`src/rtl/modulus_axis_if.sv`:
```
// AXI-Stream bundle shared by the sample input and magnitude output of modulus_axis.
// tsat is only meaningful on the magnitude side.
interface modulus_axis_if #(
  parameter int W = 32
);
  logic [W-1:0] tdata;
  logic         tsat;
  logic         tuser;
  logic         tlast;
  logic         tvalid;
  logic         tready;

  modport master (
    output tdata,
    output tsat,
    output tuser,
    output tlast,
    output tvalid,
    input  tready
  );

  modport slave (
    input  tdata,
    input  tuser,
    input  tlast,
    input  tvalid,
    output tready
  );
endinterface

```
`src/rtl/modulus_axis.sv`:
```
// Streaming complex-magnitude unit: three-stage pipeline (abs, sort, estimate/saturate)
// with four per-frame estimator modes and full valid/ready backpressure.
module modulus_axis #(
  parameter int DW     = 16,
  parameter int OW     = 16,
  parameter int ALPHA0 = 61,
  parameter int BETA0  = 26,
  parameter int ALPHA1 = 57,
  parameter int BETA1  = 31,
  parameter int CSHIFT = 6,
  parameter int PSHIFT = 16
) (
  input  logic           clk,
  input  logic           reset_n,
  input  logic           ce,
  input  logic [1:0]     mode,
  modulus_axis_if.slave  s_axis,
  modulus_axis_if.master m_axis
);

  localparam int EW = 2*DW + 8;
  localparam logic [EW-1:0] A0 = EW'(ALPHA0);
  localparam logic [EW-1:0] B0 = EW'(BETA0);
  localparam logic [EW-1:0] A1 = EW'(ALPHA1);
  localparam logic [EW-1:0] B1 = EW'(BETA1);

  logic          adv;
  logic          accept;
  logic [1:0]    mode_q;
  logic [1:0]    eff_mode;
  logic [DW-1:0] re_in;
  logic [DW-1:0] im_in;

  logic          s1_valid;
  logic [DW-1:0] s1_re;
  logic [DW-1:0] s1_im;
  logic          s1_user;
  logic          s1_last;
  logic [1:0]    s1_mode;

  logic          s2_valid;
  logic [DW-1:0] s2_max;
  logic [DW-1:0] s2_min;
  logic          s2_user;
  logic          s2_last;
  logic [1:0]    s2_mode;

  logic [EW-1:0] mx;
  logic [EW-1:0] mn;
  logic [EW-1:0] lin1;
  logic [EW-1:0] est;
  logic          sat;

  logic          out_valid;
  logic [OW-1:0] out_data;
  logic          out_sat;
  logic          out_user;
  logic          out_last;

  // Negating the most negative value in DW-bit unsigned arithmetic yields 2^(DW-1), which is the exact magnitude.
  function automatic logic [DW-1:0] abs_val(input logic [DW-1:0] x);
    abs_val = x[DW-1] ? -x : x;
  endfunction

  assign adv           = ce && (!out_valid || m_axis.tready);
  assign s_axis.tready = adv;
  assign accept        = s_axis.tvalid && adv;
  assign re_in         = s_axis.tdata[DW-1:0];
  assign im_in         = s_axis.tdata[2*DW-1:DW];
  assign eff_mode      = (accept && s_axis.tuser) ? mode : mode_q;

  assign m_axis.tvalid = out_valid;
  assign m_axis.tdata  = out_data;
  assign m_axis.tsat   = out_sat;
  assign m_axis.tuser  = out_user;
  assign m_axis.tlast  = out_last;

  // Estimators run at full precision; truncation happens only in the final shift.
  always_comb begin
    mx   = {{(EW-DW){1'b0}}, s2_max};
    mn   = {{(EW-DW){1'b0}}, s2_min};
    lin1 = (mx*A1 + mn*B1) >> CSHIFT;
    case (s2_mode)
      2'd0:    est = (mx*A0 + mn*B0) >> CSHIFT;
      2'd1:    est = (lin1 > mx) ? lin1 : mx;
      2'd2:    est = (mx*mx + mn*mn) >> PSHIFT;
      default: est = mx + mn;
    endcase
    sat = |est[EW-1:OW];
  end

  always_ff @(posedge clk or negedge reset_n) begin
    if (!reset_n) begin
      mode_q    <= '0;
      s1_valid  <= 1'b0;
      s1_re     <= '0;
      s1_im     <= '0;
      s1_user   <= 1'b0;
      s1_last   <= 1'b0;
      s1_mode   <= '0;
      s2_valid  <= 1'b0;
      s2_max    <= '0;
      s2_min    <= '0;
      s2_user   <= 1'b0;
      s2_last   <= 1'b0;
      s2_mode   <= '0;
      out_valid <= 1'b0;
      out_data  <= '0;
      out_sat   <= 1'b0;
      out_user  <= 1'b0;
      out_last  <= 1'b0;
    end else if (adv) begin
      if (accept && s_axis.tuser) begin
        mode_q <= mode;
      end
      s1_valid <= accept;
      s1_re    <= abs_val(re_in);
      s1_im    <= abs_val(im_in);
      s1_user  <= s_axis.tuser;
      s1_last  <= s_axis.tlast;
      s1_mode  <= eff_mode;

      s2_valid <= s1_valid;
      s2_max   <= (s1_re >= s1_im) ? s1_re : s1_im;
      s2_min   <= (s1_re >= s1_im) ? s1_im : s1_re;
      s2_user  <= s1_user;
      s2_last  <= s1_last;
      s2_mode  <= s1_mode;

      out_valid <= s2_valid;
      out_data  <= sat ? {OW{1'b1}} : est[OW-1:0];
      out_sat   <= sat;
      out_user  <= s2_user;
      out_last  <= s2_last;
    end
  end

endmodule

```
`src/flat_wrapper.sv`:
```
// flat-port wrapper written by rule: the top's interface ports become plain ports
module modulus_axis_flat 
#(
  parameter int DW     = 16,
  parameter int OW     = 16,
  parameter int ALPHA0 = 61,
  parameter int BETA0  = 26,
  parameter int ALPHA1 = 57,
  parameter int BETA1  = 31,
  parameter int CSHIFT = 6,
  parameter int PSHIFT = 16
)
  (clk, reset_n, ce, mode, s_axis_tdata, s_axis_tuser, s_axis_tlast, s_axis_tvalid, s_axis_tready, m_axis_tdata, m_axis_tsat, m_axis_tuser, m_axis_tlast, m_axis_tvalid, m_axis_tready);
  modulus_axis_if #(.W(32)) s_axis_i ();
  modulus_axis_if #(.W(16)) m_axis_i ();
  input  logic clk;
  input  logic reset_n;
  input  logic ce;
  input  logic [1:0] mode;
  input wire logic [$bits(s_axis_i.tdata)-1:0] s_axis_tdata;
  input wire logic [$bits(s_axis_i.tuser)-1:0] s_axis_tuser;
  input wire logic [$bits(s_axis_i.tlast)-1:0] s_axis_tlast;
  input wire logic [$bits(s_axis_i.tvalid)-1:0] s_axis_tvalid;
  output wire logic [$bits(s_axis_i.tready)-1:0] s_axis_tready;
  output wire logic [$bits(m_axis_i.tdata)-1:0] m_axis_tdata;
  output wire logic [$bits(m_axis_i.tsat)-1:0] m_axis_tsat;
  output wire logic [$bits(m_axis_i.tuser)-1:0] m_axis_tuser;
  output wire logic [$bits(m_axis_i.tlast)-1:0] m_axis_tlast;
  output wire logic [$bits(m_axis_i.tvalid)-1:0] m_axis_tvalid;
  input wire logic [$bits(m_axis_i.tready)-1:0] m_axis_tready;
  assign s_axis_i.tdata = s_axis_tdata;
  assign s_axis_i.tuser = s_axis_tuser;
  assign s_axis_i.tlast = s_axis_tlast;
  assign s_axis_i.tvalid = s_axis_tvalid;
  assign s_axis_tready = s_axis_i.tready;
  assign m_axis_tdata = m_axis_i.tdata;
  assign m_axis_tsat = m_axis_i.tsat;
  assign m_axis_tuser = m_axis_i.tuser;
  assign m_axis_tlast = m_axis_i.tlast;
  assign m_axis_tvalid = m_axis_i.tvalid;
  assign m_axis_i.tready = m_axis_tready;
  modulus_axis #(.DW(DW), .OW(OW), .ALPHA0(ALPHA0), .BETA0(BETA0), .ALPHA1(ALPHA1), .BETA1(BETA1), .CSHIFT(CSHIFT), .PSHIFT(PSHIFT)) u_core (.clk(clk), .reset_n(reset_n), .ce(ce), .mode(mode), .s_axis(s_axis_i), .m_axis(m_axis_i));
endmodule
```
`config.mk`:
```
export PLATFORM = sky130hd
export DESIGN_NAME = modulus_axis_flat
export DESIGN_NICKNAME = d
export VERILOG_FILES = /design/src/rtl/modulus_axis_if.sv /design/src/rtl/modulus_axis.sv /design/src/flat_wrapper.sv
export SDC_FILE = /design/constraint.sdc
export NUM_CORES = 2
export LEC_CHECK = 0
export CORE_ASPECT_RATIO = 0.9
export CORE_UTILIZATION = 60
export DETAILED_ROUTE_END_ITERATION = 6
export GPL_ROUTABILITY_DRIVEN = 0
export GPL_TIMING_DRIVEN = 0
export PLACE_DENSITY = 0.82
export REMOVE_ABC_BUFFERS = 1
export SETUP_SLACK_MARGIN = 0.15
export SLEW_MARGIN = 25
export SYNTH_ARGS = -nofsm -noshare
export SYNTH_HDL_FRONTEND = slang
export SYNTH_SLANG_ARGS = --single-unit
```
`constraint.sdc`:
```
create_clock -name clk -period 15 [get_ports clk]
set_clock_uncertainty 0.05 [all_clocks]
set_input_delay 3 -clock clk [delete_from_list [all_inputs] [get_ports clk]]
set_output_delay 3 -clock clk [all_outputs]
set_load 0.05 [all_outputs]
```
==> Yosys cells after proc, flatten, opt, wreduce, memory -nomap -nowiden <==
Cells that the tools add are included.
W data, S select, Z words.
{ "op_classes": {"n_lt_le_gt_ge": 2, "eq_ne": 2, "n_reduce_logical": 8, "muxes": 8, "multipliers": 6, "n_addsub": 6} }
{ "ops": {"columns": ["operator", "count"], "rows": [
  ["$pmux W40 S3", 1],
  ["$mux W16", 5],
  ["$mul A16 B16 Y32", 2],
  ["$add A22 B21 Y23", 2],
  ["$mul A16 B6 Y22 const B", 2],
  ["$gt A34 B16 Y1", 1],
  ["$mux W34", 1],
  ["$add A32 B32 Y33", 1],
  ["$neg A16 Y16", 2],
  ["$reduce_or A24 Y1", 1],
  ["$mul A16 B5 Y21 const B", 1],
  ["$mul A16 B4 Y20 const B", 1],
  ["$add A16 B16 Y17", 1],
  ["$ge A16 B16 Y1", 1],
  ["$logic_and A1 B1 Y1", 3],
  ["$eq A2 B1 Y1 const B", 1],
  ["$eq A2 B2 Y1 const B", 1],
  ["$logic_not A2 Y1", 1],
  ["$mux W2", 1],
  ["$reduce_and A2 Y1", 1],
  ["$logic_not A1 Y1", 1],
  ["$logic_or A1 B1 Y1", 1]
]} }
{ "word_totals": {"inputBits": 41, "reg_bits": 94, "wordCells": 49} }

==> Logic depth before layout (Yosys ltp) <==
{ "logic_depth": {"word_depth": 7, "ltp_mapped": 31} }

==> Worst setup path before layout <==
OpenSTA, ideal clock, no wires.
{ "synth_timing": {"kind": "reg-to-reg", "from": "register u_core.s2_max[10]", "to": "register u_core.out_data[10] (netlist: u_core.m_axis.tdata[10])", "slack_ns": 6.870, "setup_ns": 0.138, "period_less_slack_ns": 8.130, "path_stages_with_launch": 27, "t_arrival_ns": 7.941, "path_cell_list": "dfrtp_1 clkbuf_1 clkinv_1 nor2_1 fa_1 fa_1 inv_1 fa_1 fa_1 inv_1 fa_1 fa_1 fa_1 inv_1 fa_1 inv_1 ha_1 o21ai_0 a211oi_1 o21ai_0 a31oi_1 a211oi_1 o31ai_1 xnor2_1 o22ai_1 clkbuf_1 a21oi_1"} }
{ "synth_between": {"elab_chain_len": 7} }
{ "synth_lines": {"columns": ["element", "line", "rtl"], "rows": [
  ["start: declaration", "modulus_axis.sv:42", "logic [DW-1:0] s2_max;"],
  ["start signal: assignment", "modulus_axis.sv:124", "s2_max <= (s1_re >= s1_im) ? s1_re : s1_im;"],
  ["$mul A16 B6 Y22", "modulus_axis.sv:82", "lin1 = (mx*A1 + mn*B1) >> CSHIFT;"],
  ["$add A22 B21 Y23", "modulus_axis.sv:82", null],
  ["$gt A34 B16 Y1", "modulus_axis.sv:85", "2'd1: est = (lin1 > mx) ? lin1 : mx;"],
  ["$mux W34", "modulus_axis.sv:85", null],
  ["$pmux W40 S3 (*)", "modulus_axis.sv:83", "case (s2_mode)"],
  ["$reduce_or A24 Y1", "modulus_axis.sv:89", "sat = |est[EW-1:OW];"],
  ["$mux W16 (*)", "modulus_axis.sv:131", "out_data <= sat ? {OW{1'b1}} : est[OW-1:0];"],
  ["end signal: assignment", "modulus_axis.sv:131", null],
  ["end: declaration", "modulus_axis.sv:55", "logic [OW-1:0] out_data;"]
]} }
Mark *: on every way between the ends. The rest lies on a longest branch, timed or not.
A chain may end at the register's enable or synchronous reset.

==> Worst setup path in the final report <==
{ "layout_timing": {"from": "register u_core.s2_min[7]", "to": "register u_core.out_data[12] (netlist: u_core.m_axis.tdata[12])"} }
{ "layout_between": {"elab_chain_len": 7} }
{ "layout_lines": {"columns": ["element", "line", "rtl"], "rows": [
  ["start: declaration", "modulus_axis.sv:43", "logic [DW-1:0] s2_min;"],
  ["start signal: assignment", "modulus_axis.sv:125", "s2_min <= (s1_re >= s1_im) ? s1_im : s1_re;"],
  ["$mul A16 B5 Y21", "modulus_axis.sv:82", null],
  ["$add A22 B21 Y23", "modulus_axis.sv:82", null],
  ["$gt A34 B16 Y1", "modulus_axis.sv:85", null],
  ["$mux W34", "modulus_axis.sv:85", null],
  ["$pmux W40 S3 (*)", "modulus_axis.sv:83", null],
  ["$reduce_or A24 Y1", "modulus_axis.sv:89", null],
  ["$mux W16 (*)", "modulus_axis.sv:131", null]
]} }
Marks and branches as above.

==> metrics.md <==
| Metric | Value |
|---|---|
| CTS root buffer | `clkbuf_16` |
| First-pass GRT wire length | `125000 um` |
| Adder-Cell Fraction of Synth Area | `a little under three fifths` |
| Via count of the routed design | `22100` |
| Synth Cell Area | `28500 sq um` |
| Via/cell ratio | `a little under 6` |
| Register area share after synthesis | `roughly 8%` |
| Rows | `75` |
| DR pass1 iterations | `7` |
| Worst Path Max Fanout | `22` |
| Final hold viol count | `0` |
| CP most frequent cell | `inv_1` |
| Startpoint Class | `flop` |
| Largest family of logic cells by synthesized area | `adder cells` |
| Gr usage total | `around 33%` |
| Most frequent cells in the layout | `805 x inv_1, 559 x fa_1, 403 x ha_1` |
| #FFs+latches synth | `94` |
| Clock sink count | `94` |
| # DRC | `0` |
| Ys flop type | `dfrtp_1` |
| PortBufs | `61` |
| Post_cts resized | `0` |
| Fin crit period | `10.35 ns` |
| Die area | `48400 sq um` |
| Io pins | `62` |
| Slew Viols, Final | `0` |
| Placeable Area | `46700 sq um` |
| Post-synthesis simple-gate area fraction | `under 10%` |
| Clock slew at reported path FFs | `~0.08 ns` |
| Mean post-synth cell area | `9.23 sq um` |
| Least-Margin Pin Slew | `~1.2 ns` |
| Initial antenna violation count | `0` |
| Final ANT Viol Nets | `0` |
| Setup repair after global routing missed its margin | `no` |
| Crit path DAT | `roughly 11 ns` |
| Fmax achieved | `just under 100 MHz` |
| Setup TNS | `0 ns` |
| DRT iter0 DRCs | `~1700` |
| Slowest stage delay, CP | `1.13 ns` |
| Final Util | `64.6%` |
| Total grt overflow | `0` |
| Crit path required time | `between 15 and 20 ns` |
| TritonCTS clock tree | `built` |
| Number of global-route vias before repair | `24100` |
| Pre-CTS setup slack | `around 4.7 ns` |
| TritonCTS Buffers | `9` |
| Period utilisation layout | `roughly 70%` |
| Hold_buf cts | `0` |
| Pin count of the biggest net entering global routing | `54` |
| Asr flop ratio synth | `100%` |
| Synthesis warning total | `0` |
| Max-slew headroom | `21.0%` |
| Status | `complete, no violations` |
| Type of the most critical hold path | `flop to flop` |
| Hold WS | `0.424 ns` |
| Antenna Diode Count | `0` |
| Setup Crit Path Kind | `flop to flop` |
| Wire length per cell | `between 20 and 25 um` |
| HPWL Detailed | `roughly 60000 um` |
| Routed Wire Length | `76800 um` |
| Layout cells sized above 1 | `3.07%` |
| Post-synthesis compound-gate area fraction | `about a tenth` |
| CTS Buffer Depth | `2` |
| Post-synth EDFFs | `0` |
| MaxCap Viol Count | `0` |
| Cells after Synth | `3090` |
| Htree depth | `3` |
| Worst-skew pair later-pin latency | `between 0.3 and 0.4 ns` |
| Die height | `209 um` |
| Most common cell after layout, fill and taps aside | `inv_1` |
| Fill cells | `3598` |
| CP max stage cell | `dfrtp_1` |
| Post-Synth XOR/XNOR Area | `slightly below 3%` |
| Area grow syn2layout | `5.76%` |
| Die X | `232 um` |
| Nets | `slightly above 4000` |
| Netlist cell types | `73` |
| Initial Util | `61.0%` |
| Mux share of post-synthesis cell area | `under 10%` |
| Fin worst setup slack | `between 4 and 5 ns` |
| Setup violations, final | `0` |
| Postcts setup bufs | `0` |
| Critical Path End Type | `flop` |
[registers in the layout (all words and copies together) (netlist names)]
signal,flops
u_core.s2_last,1
u_core.s2_mode,2
u_core.m_axis.tdata,16
u_core.s1_mode,2
u_core.m_axis.tlast,1
u_core.s1_valid,1
u_core.s2_user,1
u_core.m_axis.tsat,1
u_core.s2_max,16
u_core.s1_re,16
u_core.s1_im,16
u_core.s2_min,16
u_core.m_axis.tuser,1
u_core.s1_last,1
u_core.s1_user,1
u_core.s2_valid,1
u_core.m_axis.tvalid,1
[worst max-delay path, delay by kind of cell (launching register included)]
family | cells | cell delay, ns
adders and majority gates | 7 | 3.33
AOI/OAI and AO/OA | 7 | 1.78
muxes | 3 | 1.45
and+or+nand+nor | 3 | 1.16
DFF | 1 | 1.13
buffers and inverters | 6 | 1.09
xor gates and xnor gates | 1 | 0.26
[synthesized netlist by cell type, drive strengths merged, types with 4 or more instances]
master | count | share of area (%)
a211o | 5 | 0.15
a211oi | 77 | 2.0
a21o | 30 | 0.79
a21oi | 127 | 2.2
a221oi | 4 | 0.12
a311o | 4 | 0.14
a31o | 6 | 0.21
a31oi | 13 | 0.29
a41oi | 5 | 0.18
and2 | 14 | 0.31
and3 | 11 | 0.24
buf | 8 | 0.16
clkbuf | 75 | 0.99
clkinv | 10 | 0.13
dfrtp | 94 | 8.2
fa | 559 | 39
ha | 403 | 18
inv | 809 | 11
mux2 | 5 | 0.21
mux2i | 16 | 0.56
nand2 | 217 | 2.9
nand2b | 13 | 0.29
nand3 | 32 | 0.56
nand4 | 10 | 0.22
nor2 | 166 | 2.2
nor2b | 5 | 0.11
nor3 | 55 | 0.96
nor3b | 4 | 0.11
o2111ai | 5 | 0.15
o211ai | 7 | 0.18
o21a | 5 | 0.13
o21ai | 86 | 1.5
o21bai | 12 | 0.32
o22ai | 11 | 0.24
o31ai | 11 | 0.29
or2 | 12 | 0.26
or3 | 24 | 0.54
or4 | 4 | 0.11
xnor2 | 46 | 1.4
xor2 | 50 | 1.5
[logic make-up after synthesis]
kind of cell    Yosys count
simple gates            578
mux                      24
compound gates          434
fa+ha+maj               962
buf+inv                 902
flops                    94
xor+xnor                 96
[final timing paths]
path,start,to,slack [ns],cells past startpoint
max,u_core.s2_min[7],u_core.m_axis.tdata[12],4.65,27
min,u_core.s1_valid,u_core.s2_valid,0.42,2
max reg2reg,u_core.s2_min[7],u_core.m_axis.tdata[12],4.65,27
min reg2reg,u_core.s1_valid,u_core.s2_valid,0.42,2
max in group asynchronous,reset_n,u_core.s2_min[3],11.80,2
min in group asynchronous,reset_n,u_core.s1_re[14],2.47,1
[routing by layer]
layer / vias to the layer above / global-route usage (%) / share of wire, %
li1: 9657 / - / -
met3: 304 / 6.62 / 8.9
met1: 11000 / 41.9 / 37
met4: 0 / 20.0 / 6.7
met5: - / 0 / 0
met2: 1099 / 53.5 / 47
[cell type report]
| type | instances | area [sq um] | share of cell area (%) |
|---|---|---|---|
| Clock buffer | 9 | 225 | 0.746 |
| Inverter | 819 | 3070 | 10.2 |
| Clock inverter | 7 | 62.6 | 0.207 |
| Tap cell | 616 | 771 | 2.55 |
| Sequential cell | 94 | 2380 | 7.90 |
| Timing Repair Buffer | 70 | 820 | 2.72 |
| Multi-Input combinational cell | 2094 | 22800 | 75.7 |
[metrics by stage]
| stage | std cells | cell area (sq um) |
|---|---|---|
| final | 3709 | 30200 |
| after floorplan | 3007 | 28200 |
| after global placement | 3684 | 29600 |
| after CTS | 3709 | 30200 |
| after global routing | 3709 | 30200 |
| after detailed placement | 3693 | 29900 |
Power is not shown: default switching activity piles up to over one toggle a cycle in this logic, so the estimate is an artifact.
